===== config.mk =====
export PLATFORM = sky130hd
export DESIGN_NAME = stopwatch_ctrl
export DESIGN_NICKNAME = d
export VERILOG_FILES = /design/src/rtl/stopwatch_pkg.sv /design/src/rtl/btn_debounce.sv /design/src/rtl/stopwatch_ctrl.sv
export SDC_FILE = /design/constraint.sdc
export NUM_CORES = 1
export LEC_CHECK = 0
export CORE_MARGIN = 5
export CORE_UTILIZATION = 26
export DETAILED_ROUTE_END_ITERATION = 7
export HOLD_SLACK_MARGIN = 0.15
export PLACE_DENSITY = 0.36
export SETUP_SLACK_MARGIN = 0.1
export SYNTH_ARGS = -nofsm -noshare
export SYNTH_HDL_FRONTEND = slang
export SYNTH_SLANG_ARGS = --single-unit
export TNS_END_PERCENT = 100

===== constraint.sdc =====
create_clock -name clk -period 3 [get_ports clk]
set_clock_uncertainty 0.2 [all_clocks]
set_input_delay 0.3 -clock clk [delete_from_list [all_inputs] [get_ports clk]]
set_output_delay 0.3 -clock clk [all_outputs]
set_load 0.005 [all_outputs]

===== src/rtl/stopwatch_pkg.sv =====
// Shared state encoding and default timing constants for the stopwatch control path.
// Defaults target a 50 MHz system clock.
package stopwatch_pkg;

    localparam int CLK_HZ     = 50_000_000;
    localparam int TICK_DIV   = CLK_HZ;
    localparam int DEB_CYCLES = 500_000;
    localparam int SCAN_DIV   = 50_000;

    typedef enum logic [1:0] {
        ST_IDLE  = 2'b00,
        ST_RUN   = 2'b01,
        ST_PAUSE = 2'b10
    } state_t;

    // Counter width for a modulo-n counter; never narrower than one bit.
    function automatic int cnt_width(input int n);
        return (n > 1) ? $clog2(n) : 1;
    endfunction

endpackage


===== src/rtl/btn_debounce.sv =====
// One pushbutton path: 2-FF synchronizer, stable-count debouncer and a
// single-cycle press strobe on each rising edge of the debounced level.
module btn_debounce
    import stopwatch_pkg::*;
#(
    parameter int DEB_CYCLES = stopwatch_pkg::DEB_CYCLES
) (
    input  logic clk,
    input  logic rst,
    input  logic btn_raw,
    output logic level,
    output logic press
);

    localparam int            CW       = cnt_width(DEB_CYCLES);
    localparam logic [CW-1:0] CNT_LAST = CW'(DEB_CYCLES - 1);

    logic [1:0]    sync_q;
    logic [CW-1:0] cnt_q;
    logic          level_d;

    always_ff @(posedge clk) begin
        if (rst) begin
            sync_q  <= '0;
            cnt_q   <= '0;
            level   <= 1'b0;
            level_d <= 1'b0;
        end else begin
            sync_q  <= {sync_q[0], btn_raw};
            level_d <= level;
            // Any cycle where the input agrees with the level restarts the count.
            if (sync_q[1] == level) begin
                cnt_q <= '0;
            end else if (cnt_q == CNT_LAST) begin
                level <= sync_q[1];
                cnt_q <= '0;
            end else begin
                cnt_q <= cnt_q + CW'(1);
            end
        end
    end

    assign press = level & ~level_d;

endmodule


===== src/rtl/stopwatch_ctrl.sv =====
// Stopwatch control front end: button debouncing, IDLE/RUN/PAUSE FSM,
// 1 Hz count-enable prescaler, counter clear strobe and display scan tick.
module stopwatch_ctrl
    import stopwatch_pkg::*;
#(
    parameter int TICK_DIV   = stopwatch_pkg::TICK_DIV,
    parameter int DEB_CYCLES = stopwatch_pkg::DEB_CYCLES,
    parameter int SCAN_DIV   = stopwatch_pkg::SCAN_DIV
) (
    input  logic       clk,
    input  logic       rst,
    input  logic       btn_start_stop,
    input  logic       btn_clear,
    output logic       cnt_en,
    output logic       cnt_clr,
    output logic       scan_tick,
    output logic       running,
    output logic [1:0] state
);

    localparam int            PW         = cnt_width(TICK_DIV);
    localparam int            SW         = cnt_width(SCAN_DIV);
    localparam logic [PW-1:0] PRESC_LAST = PW'(TICK_DIV - 1);
    localparam logic [SW-1:0] SCAN_LAST  = SW'(SCAN_DIV - 1);

    logic start_press;
    logic clear_press;
    logic start_level;
    logic clear_level;
    logic unused_levels;

    state_t        state_q;
    state_t        state_nxt;
    logic [PW-1:0] presc_q;
    logic [PW-1:0] presc_nxt;
    logic [SW-1:0] scan_q;
    logic [SW-1:0] scan_nxt;
    logic          cnt_en_nxt;

    btn_debounce #(.DEB_CYCLES(DEB_CYCLES)) u_deb_start (
        .clk     (clk),
        .rst     (rst),
        .btn_raw (btn_start_stop),
        .level   (start_level),
        .press   (start_press)
    );

    btn_debounce #(.DEB_CYCLES(DEB_CYCLES)) u_deb_clear (
        .clk     (clk),
        .rst     (rst),
        .btn_raw (btn_clear),
        .level   (clear_level),
        .press   (clear_press)
    );

    assign unused_levels = start_level ^ clear_level;

    always_ff @(posedge clk) begin
        if (rst) begin
            state_q <= ST_IDLE;
        end else begin
            state_q <= state_nxt;
        end
    end

    // Clear outranks start when both presses land in the same cycle.
    always_comb begin
        state_nxt = state_q;
        if (clear_press) begin
            state_nxt = ST_IDLE;
        end else if (start_press) begin
            case (state_q)
                ST_IDLE:  state_nxt = ST_RUN;
                ST_RUN:   state_nxt = ST_PAUSE;
                ST_PAUSE: state_nxt = ST_RUN;
                default:  state_nxt = ST_IDLE;
            endcase
        end
    end

    always_comb begin
        running   = (state_q == ST_RUN);
        presc_nxt = '0;
        if (!clear_press) begin
            case (state_q)
                ST_RUN:   presc_nxt = (presc_q == PRESC_LAST) ? '0 : presc_q + PW'(1);
                ST_PAUSE: presc_nxt = presc_q;
                default:  presc_nxt = '0;
            endcase
        end
        scan_nxt   = (scan_q == SCAN_LAST) ? '0 : scan_q + SW'(1);
        // Registered from next-state values so cnt_en lines up with RUN && presc==last.
        cnt_en_nxt = (state_nxt == ST_RUN) && (presc_nxt == PRESC_LAST);
    end

    always_ff @(posedge clk) begin
        if (rst) begin
            presc_q   <= '0;
            scan_q    <= '0;
            cnt_en    <= 1'b0;
            cnt_clr   <= 1'b0;
            scan_tick <= 1'b0;
        end else begin
            presc_q   <= presc_nxt;
            scan_q    <= scan_nxt;
            cnt_en    <= cnt_en_nxt;
            cnt_clr   <= clear_press;
            scan_tick <= (scan_nxt == SCAN_LAST);
        end
    end

    assign state = state_q;

endmodule


# ---- After elaboration in Yosys (flattened, before gate mapping)
# Cells that the tools add are included.
dict set report classes {
  addsub 4
  n_eq_ne 11
  mux 7
  bitwise_logic 6
  reduce_logical 7
}
# cell count
set ops {}
lappend ops {{equality test 26 bit, second input constant} 2}
lappend ops {{2-to-1 mux 26 bit} 2}
lappend ops {{case mux 26 bit (2 select lines)} 1}
lappend ops {{adder 19 x 1 -> 19 bit, second input constant} 2}
lappend ops {{equality test 19 bit, second input constant} 2}
lappend ops {{equality test 16 bit, second input constant} 2}
lappend ops {{adder 26 x 1 -> 26 bit, second input constant} 1}
lappend ops {{adder 16 x 1 -> 16 bit, second input constant} 1}
lappend ops {{2-to-1 mux 16 bit} 1}
lappend ops {{OR reduction 3 bit} 2}
lappend ops {{equality test 2 x 1 -> 1 bit, second input constant} 2}
lappend ops {{2-to-1 mux 2 bit} 2}
lappend ops {{NOT 1 bit} 4}
lappend ops {{case mux 2 bit (2 select lines)} 1}
lappend ops {{AND reduction 2 bit} 2}
lappend ops {{AND 1 bit} 2}
lappend ops {{equality test 1 bit} 2}
lappend ops {{equality test 2 bit, second input constant} 1}
lappend ops {{logical NOT 2 bit} 1}
lappend ops {{OR reduction 2 bit} 1}
lappend ops {{logical AND 1 bit} 1}
dict set report totals {
  ff_bits 93
  out_inout_bits 6
  word_cells 49
}

# ---- Logic depth before layout (Yosys ltp)
# Gate-level depths: netlist of the first run.
dict set report logic_depth {
  word_depth 7
  ltp_mapped 10
  ltp_nobuf 9
}

# ---- Hierarchy
# A second synthesis of the first run with hierarchy kept.
dict set report hier_totals {
  hier_cells 609
  area_unflattened_um2 5163.7
}
# mod instances cells_per_inst area_per_inst_um2 seq_area_each_um2
set by_module_without_submodules {}
lappend by_module_without_submodules {stopwatch_ctrl 1 377 3041.7 940.9}
lappend by_module_without_submodules {btn_debounce 2 116 1061.0 460.4}

# ---- Least setup slack after synthesis of the first run
# No wires, ideal clock.
dict set report synth_path {
  path_type {reg-to-reg}
  start {reg presc_q[8]}
  end {reg cnt_en}
  setup_time_ns 0.088
  t_arrival_ns 2.421
  t_required_ns 2.712
  path_slack_ns 0.291
  path_stages_with_launch 9
  period_less_slack_ns 2.709
  path_cell_list {dfxtp_1 > buf_2 > nand3_1 > or4_4 > or4_4 > or3_1 > a32oi_1 > o211ai_1 > nor4_2}
}
dict set report synth_between {
  elab_chain_cells 6
  word_cells_on_any_way 7
  classes_between {1 x add/sub; 2 x eq/ne; 3 x mux; 1 x reduce/logical}
}
# element line
set synth_rtl {}
lappend synth_rtl {{start: declaration} stopwatch_ctrl.sv:34} ;# logic [PW-1:0] presc_q;
lappend synth_rtl {{start signal: assignment} stopwatch_ctrl.sv:104} ;# presc_q <= presc_nxt;
lappend synth_rtl {{adder 26 x 1 -> 26 bit / equality test 26 bit (equally long branches)} stopwatch_ctrl.sv:86} ;# ST_RUN: presc_nxt = (presc_q == PRESC_LAST) ? '0 : presc_q + PW'(1);
lappend synth_rtl {{2-to-1 mux 26 bit} stopwatch_ctrl.sv:86}
lappend synth_rtl {{case mux 26 bit (2 select lines) *} stopwatch_ctrl.sv:85} ;# case (state_q)
lappend synth_rtl {{2-to-1 mux 26 bit *} stopwatch_ctrl.sv:84} ;# if (!clear_press) begin
lappend synth_rtl {{equality test 26 bit *} stopwatch_ctrl.sv:93} ;# cnt_en_nxt = (state_nxt == ST_RUN) && (presc_nxt == PRESC_LAST);
lappend synth_rtl {{logical AND 1 bit *} stopwatch_ctrl.sv:93}
lappend synth_rtl {{end signal: assignment} stopwatch_ctrl.sv:106} ;# cnt_en <= cnt_en_nxt;
lappend synth_rtl {{end: declaration} stopwatch_ctrl.sv:14} ;# output logic cnt_en,
# Mark *: on every way between the ends. The rest lies on a longest branch, timed or not.
# A chain may end at the register's enable or synchronous reset.

# ---- Worst setup path in the final report of the first run
dict set report layout_path {
  start {reg presc_q[0]}
  end {reg cnt_en}
}
# The elaborated chain is that of the path after synthesis.

==> results of run 1 <==
## area by class of cell
type,instances,area [µm²]
Tap cell,225,282
Clock inverter,3,68.8
Multi-Input combinational cell,426,2600
Inverter,16,60.1
Fill cell,1884,11800
Clock buffer,13,240
Timing Repair Buffer,46,372
Sequential cell,93,1870
## state kept, by name, indices dropped and copies added (netlist names), 2 cells and up
signal              flops
u_deb_clear.cnt_q      19
state                   2
scan_q                 16
u_deb_start.cnt_q      19
presc_q                26
u_deb_clear.sync_q      2
u_deb_start.sync_q      2
## power by group through the flow
stage | combinational, W | sequential (W) | clock [W]
2_1_floorplan | 0.0000182 | 0.00127 | 0
3_3_place_gp | 0.0000288 | 0.00127 | 0
3_5_place_dp | 0.0000288 | 0.00127 | 0
4_1_cts | 0.0000288 | 0.00124 | 0.00127
5_1_grt | 0.0000320 | 0.00124 | 0.00132
6_report | 0.0000279 | 0.00124 | 0.00122
## per-layer routing
layer | part of all wire [%] | routed length, µm | vias to the layer above
li1 | - | - | 2061
met2 | 44 | 5250 | 81
met1 | 49 | 5840 | 1896
met3 | 4.0 | 469 | 18
met5 | 0 | 0 | -
met4 | 2.2 | 255 | 0
## repair_timing
action / in CTS / in global routing
buffers inserted: 0 / 5
gates resized for setup: 2 / 16
setup endpoints to repair: 1 / 2
pin swaps: 0 / 8
## layout by cell type (no fill, tap or decap), drive strengths merged, types with 12 or more instances in the layout
cell type and n:
nor2b 12, o21ai 16, nand3 36, nand4 25, xnor2 20, inv 17
dfxtp 93, nor3 18, and3 18, nand2 43, a21oi 26, xor2 28
clkbuf 13, nor2 81, buf 37
## worst max-delay path: cells and delay by family, from the launching register on
family          cells  cell delay (ns)
simple gates        5             1.74
compound gates      2             0.39
flops               1             0.36
## through the flow
| stage | power, W | std cells | hold WS (ns) | area [µm²] | worst slack, ns |
|---|---|---|---|---|---|
| finish | 0.00249 | 822 | 0.239 | 5500 | 0.223 |
| global route | 0.00260 | 822 | 0.252 | 5500 | 0.0911 |
| CTS | 0.00255 | 817 | 0.239 | 5420 | 0.109 |
| detailed placement | 0.00130 | 801 | 0.224 | 5100 | 0.0888 |
| global placement | 0.00130 | 801 | 0.222 | 5100 | 0.108 |
| floorplan | 0.00129 | 560 | 0.214 | 4590 | 0.291 |
## cell usage after synthesis (7+ instances only)
cell / n / area (µm²)
nor2b_1: 12 / 75.1
ha_1: 9 / 113
o21ai_0: 15 / 75.1
clkbuf_1: 21 / 78.8
and3_1: 17 / 106
a21oi_1: 26 / 130
inv_1: 16 / 60.1
nor4_1: 7 / 43.8
nor3_1: 18 / 90.1
xnor2_1: 20 / 175
nand4_1: 25 / 156
or3_1: 10 / 62.6
xor2_1: 28 / 245
nand3_1: 35 / 175
nor2_1: 81 / 304
dfxtp_1: 93 / 1860
nand2_1: 43 / 161
## kinds of logic after synthesis
group,count (synthesis),share of synthesized area (%)
flip-flops,93,40.6
AO/OA/AOI/OAI,80,11.2
multiplexers,5,1.09
buffers and inverters,41,3.41
adder cells (fa/ha/maj),9,2.45
AND/OR/NAND/NOR,284,32.1
XOR/XNOR,48,9.16
## final timing paths
kind / to / slack (ns) / cells after the start
worst max-delay path: cnt_en$_SDFF_PP0_ / 0.22 / 7
worst min-delay path: u_deb_start.sync_q[1]$_SDFF_PP0_ / 0.24 / 1
worst max register to register: cnt_en$_SDFF_PP0_ / 0.22 / 7
worst min register to register: u_deb_start.sync_q[1]$_SDFF_PP0_ / 0.24 / 1
==> flow_summary.ini, run 1 <==
[power]
comb_power_share_pct = 1.1
netSwitchingFraction_pct = 20.4
p_clk_share_pct = 49.0
p_per_area_nw_per_um2 = 454
p_leak_nw = 1.78
seqPwrFrac_pct = 49.8
p_int_w = 0.00199
vdd_drop_max_v = 0.000256
switching_power_w = 0.000508

[timing]
hold_violations = 0
period_minus_slack_ns = 2.78
slew_viol_final = 0
setup_viol = 0
relSlewSlack_pct = 55.9
period_share_pct = 92.6
rsz0062_at_grt = false
fmax_mhz = 360
tightest_slew_ns = 0.661
setup_tns_ns = 0

[global_routing]
grtUsageMet1_pct = 16.1
use_met2_pct = 19.3
grt_max_degree = 27
grt_pass1_wl_um = 20100
met3_usage_pct = 2.68
grt_usage_pct = 12.2
top_usage_layer = met2
antenna_found_initial = 0
overflow = 0
grt_pass1_vias = 4025

[setup_path]
path_common_cell = or4_4
worstSetupPathType = reg2reg
crit_path_max_incr_delay_ns = 0.61
crit_start = presc_q[0]$_SDFF_PP0_
cp.required_ns = 3.06
r2r-start = presc_q[0]$_SDFF_PP0_
critPathMaxFanout = 5
cp-end-kind = flip-flop
start_kind = flip-flop
cp_slowest_cell = or4_4
cp_cell_sequence = nand4_1, or4_4, or4_4, or3_4, a32oi_1, o211ai_1, nor4_2
arrival_ns = 2.84

[final_layout]
syn_to_final_growth_pct = 19.9
nets = 605
drive_above_1_share_pct = 11.4
post-route-util_pct = 31.8
insertedDiodeCount = 0

[die]
core_area_um2 = 17300
fp.dieArea_um2 = 20400
die_y_um = 143
die_width_um = 143
rows = 48
ios = 10
start_util_pct = 26.5

[route]
vias = 4056
via_per_inst = 4.93
drc = 0
drt_iter0_drc = 234
antenna_left = 0
drt-total-wl_um = 11800
firstDrtPassIters = 5
routedWlPerCell_um = 14.4

[synthesis]
synth_edf_count = 0
async_reset_ff_share_pct = 0
ys.flop_type = dfxtp_1
synthCells = 560
ys_seq_elements = 93
post_synth_instance_area_um2 = 4590
ys_seq_area_share_pct = 40.6
ys_warn_count = 0
syn-num-nets = 573
yosys.cell_types.count = 53
syn_avg_cell_area_um2 = 8.19

[clocking]
cts_tree = yes
hold_buffers = 0
clk_pin_slew_ns = 0.06
cts-root-buf = clkbuf_16
clk_latency_ns = 0.34
clkSinkCount = 93
cts_max_path_buffers = 2
cts_made_buffers = 9
htree_levels = 3

[flow_run]
drv_cap = 0

[place]
hpwl_um = 8470
numPortBuffers = 9
routabilityCongestion = 0.791

[status]
outcome = complete, no violations

[min_path]
min-delay-start = u_deb_start.sync_q[0]$_SDFF_PP0_
worstHoldPathType = reg2reg
(Power assumes the default switching activity.)
==> run 2, diff against run 1 <==
--- a/config.mk
+++ b/config.mk
@@ -5,9 +5,11 @@
 export SDC_FILE = /design/constraint.sdc
 export NUM_CORES = 1
 export LEC_CHECK = 0
+export CAP_MARGIN = 20
 export CORE_MARGIN = 5
 export CORE_UTILIZATION = 26
 export DETAILED_ROUTE_END_ITERATION = 7
+export GPL_ROUTABILITY_DRIVEN = 1
 export HOLD_SLACK_MARGIN = 0.15
 export PLACE_DENSITY = 0.36
 export SETUP_SLACK_MARGIN = 0.1
==> constraint.sdc (replaced) <==
create_clock -name clk -period 2.6 [get_ports clk]
set_clock_uncertainty 0.2 [all_clocks]
set_input_delay 0.26 -clock clk [delete_from_list [all_inputs] [get_ports clk]]
set_output_delay 0.26 -clock clk [all_outputs]
set_load 0.005 [all_outputs]
==> run 2 against run 1 <==
  * Sequential cell count unchanged
  * Setup slack got worse by 0.22 ns
  * Clock power increased by 16%
  * Wire length increased by 4.5%
  * Worst hold slack worse by 0.013 ns
  * Register-to-register slack worse by 0.22 ns
  * Non-clock buffer count grew 53
  * Critical endpoint unchanged
  * Highest routed layer unchanged
==> flow_summary.ini, run 2 (synthesized netlist as in run 1, its figures left out) <==
[global_routing]
overflow = 0
grt_pass1_wl_um = 20600
grt_usage_pct = 12.6
grt_max_degree = 20
grt_pass1_vias = 4159
antenna_found_initial = 0

[final_layout]
syn_to_final_growth_pct = 31.7
drive_above_1_share_pct = 23.2
insertedDiodeCount = 0
largest_reg_flops = 26
largest_register = presc_q
layout_common_cells = buf_4, nor2_1, dfxtp_1
post-route-util_pct = 34.9
nets = 658
final_common_cell = buf_4
reg.largest.list = presc_q: 26 flops, u_deb_clear.cnt_q: 19 flops, u_deb_start.cnt_q: 19 flops

[setup_path]
r2r-start = presc_q[1]$_SDFF_PP0_
arrival_ns = 2.66
cp.required_ns = 2.66
regToRegSetupSlack_ns = 0.008
worstSetupPathType = reg2reg
r2r_cells = 7
start_kind = flip-flop
cp-end-kind = flip-flop
worstReg2RegEnd = cnt_en$_SDFF_PP0_
critPathMaxFanout = 4

[min_path]
min-delay-start = scan_q[0]$_SDFF_PP0_
whs_path_depth = 1
worstHoldPathType = reg2reg
whs_endpoint = scan_q[0]$_SDFF_PP0_

[power]
seqPwrFrac_pct = 49.8
netSwitchingFraction_pct = 20.9
p_int_w = 0.00228
p_clk_share_pct = 49.1
comb_power_share_pct = 1.1
p_leak_nw = 2.06
p_per_area_nw_per_um2 = 476
switching_power_w = 0.000603
vdd_drop_max_v = 0.000281

[clocking]
cts_tree = yes
cts-root-buf = clkbuf_16
clkSinkCount = 93
clk_pin_slew_ns = 0.07
cts_made_buffers = 9
htree_levels = 3
clk_latency_ns = 0.35
cts_max_path_buffers = 2

[place]
numPortBuffers = 9
pre_cts_slack_ns = -0.189
hpwl_um = 9160
routabilityCongestion = 0.801

[timing]
slew_viol_final = 0
timing.final.ws_setup_ns = 0.00752
period_minus_slack_ns = 2.59
period_share_pct = 99.7
fmax_mhz = 386
rsz0062_at_grt = true
tightest_slew_ns = 0.636
setup_viol = 0
setup_tns_ns = 0
relSlewSlack_pct = 57.6
hold_violations = 0
holdWs_ns = 0.226

[die]
start_util_pct = 26.5
rows = 48
core_area_um2 = 17300
fp.dieArea_um2 = 20400
die_width_um = 143
ios = 10
die_y_um = 143

[route]
via_per_inst = 4.83
drt_iter0_drc = 196
routedWlPerCell_um = 14.1
firstDrtPassIters = 5
drt-total-wl_um = 12400
drc = 0
vias = 4228
antenna_left = 0

[status]
outcome = complete, no violations

[flow_run]
drv_cap = 0
run 2: timing repair:
item                                    CTS  global route
endpoints found under the setup margin    2             3
pin swaps                                11            12
resized for setup                        13            21
hold buffers                              0             0
buffers inserted                          2             2
run 2: cell type report:
type	count	area, µm²
multi-input cells	426	2730
clock inverters	4	51.3
flip-flops and latches	93	1890
inverters	16	60.1
fillers	1876	11300
well taps	225	282
clock buffers	12	268
repair buffers	99	769
run 2: power by group through the flow:
| stage | clock network, W | logic, W | registers [W] |
|---|---|---|---|
| floorplan | 0 | 0.0000210 | 0.00147 |
| global placement | 0 | 0.0000325 | 0.00147 |
| detailed placement | 0 | 0.0000330 | 0.00147 |
| CTS | 0.00147 | 0.0000330 | 0.00143 |
| global route | 0.00152 | 0.0000373 | 0.00143 |
| finish | 0.00141 | 0.0000319 | 0.00143 |
run 2: routing by layer:
layer	global-route usage (%)	routed length (µm)	share of wire (%)	up-vias
met4	4.20	133	1.1	0
li1	-	-	-	2163
met2	20.6	5800	47	50
met3	2.14	307	2.5	8
met5	0	0	0	-
met1	16.9	6110	49	2007
run 2: worst max-delay path by stage:
stage	startpoint	to	slack (ns)
floorplan	presc_q[10]$_SDFF_PP0_	cnt_en$_SDFF_PP0_	0.09
global placement	state[1]$_SDFF_PP0_	cnt_en$_SDFF_PP0_	-0.18
detailed placement	state[1]$_SDFF_PP0_	cnt_en$_SDFF_PP0_	-0.19
CTS	presc_q[12]$_SDFF_PP0_	cnt_en$_SDFF_PP0_	0.01
global route	state[0]$_SDFF_PP0_	cnt_en$_SDFF_PP0_	-0.11
finish	presc_q[1]$_SDFF_PP0_	cnt_en$_SDFF_PP0_	0.008
run 2: worst max-delay path: stages, from the launching register on:
cell and delay, ns:
dfxtp_2 0.38, nand4_1 0.18, or4_4 0.47, or4_4 0.43
or3_4 0.35, a32oi_2 0.24, o211ai_1 0.13, nor4_2 0.13
run 2: per-stage QoR:
stage               instances  cell area, µm²  total power (W)
global placement          855            5560          0.00150
CTS                       873            5950          0.00293
floorplan                 560            4660          0.00149
global route              875            6040          0.00299
detailed placement        855            5560          0.00150
finish                    875            6040          0.00288
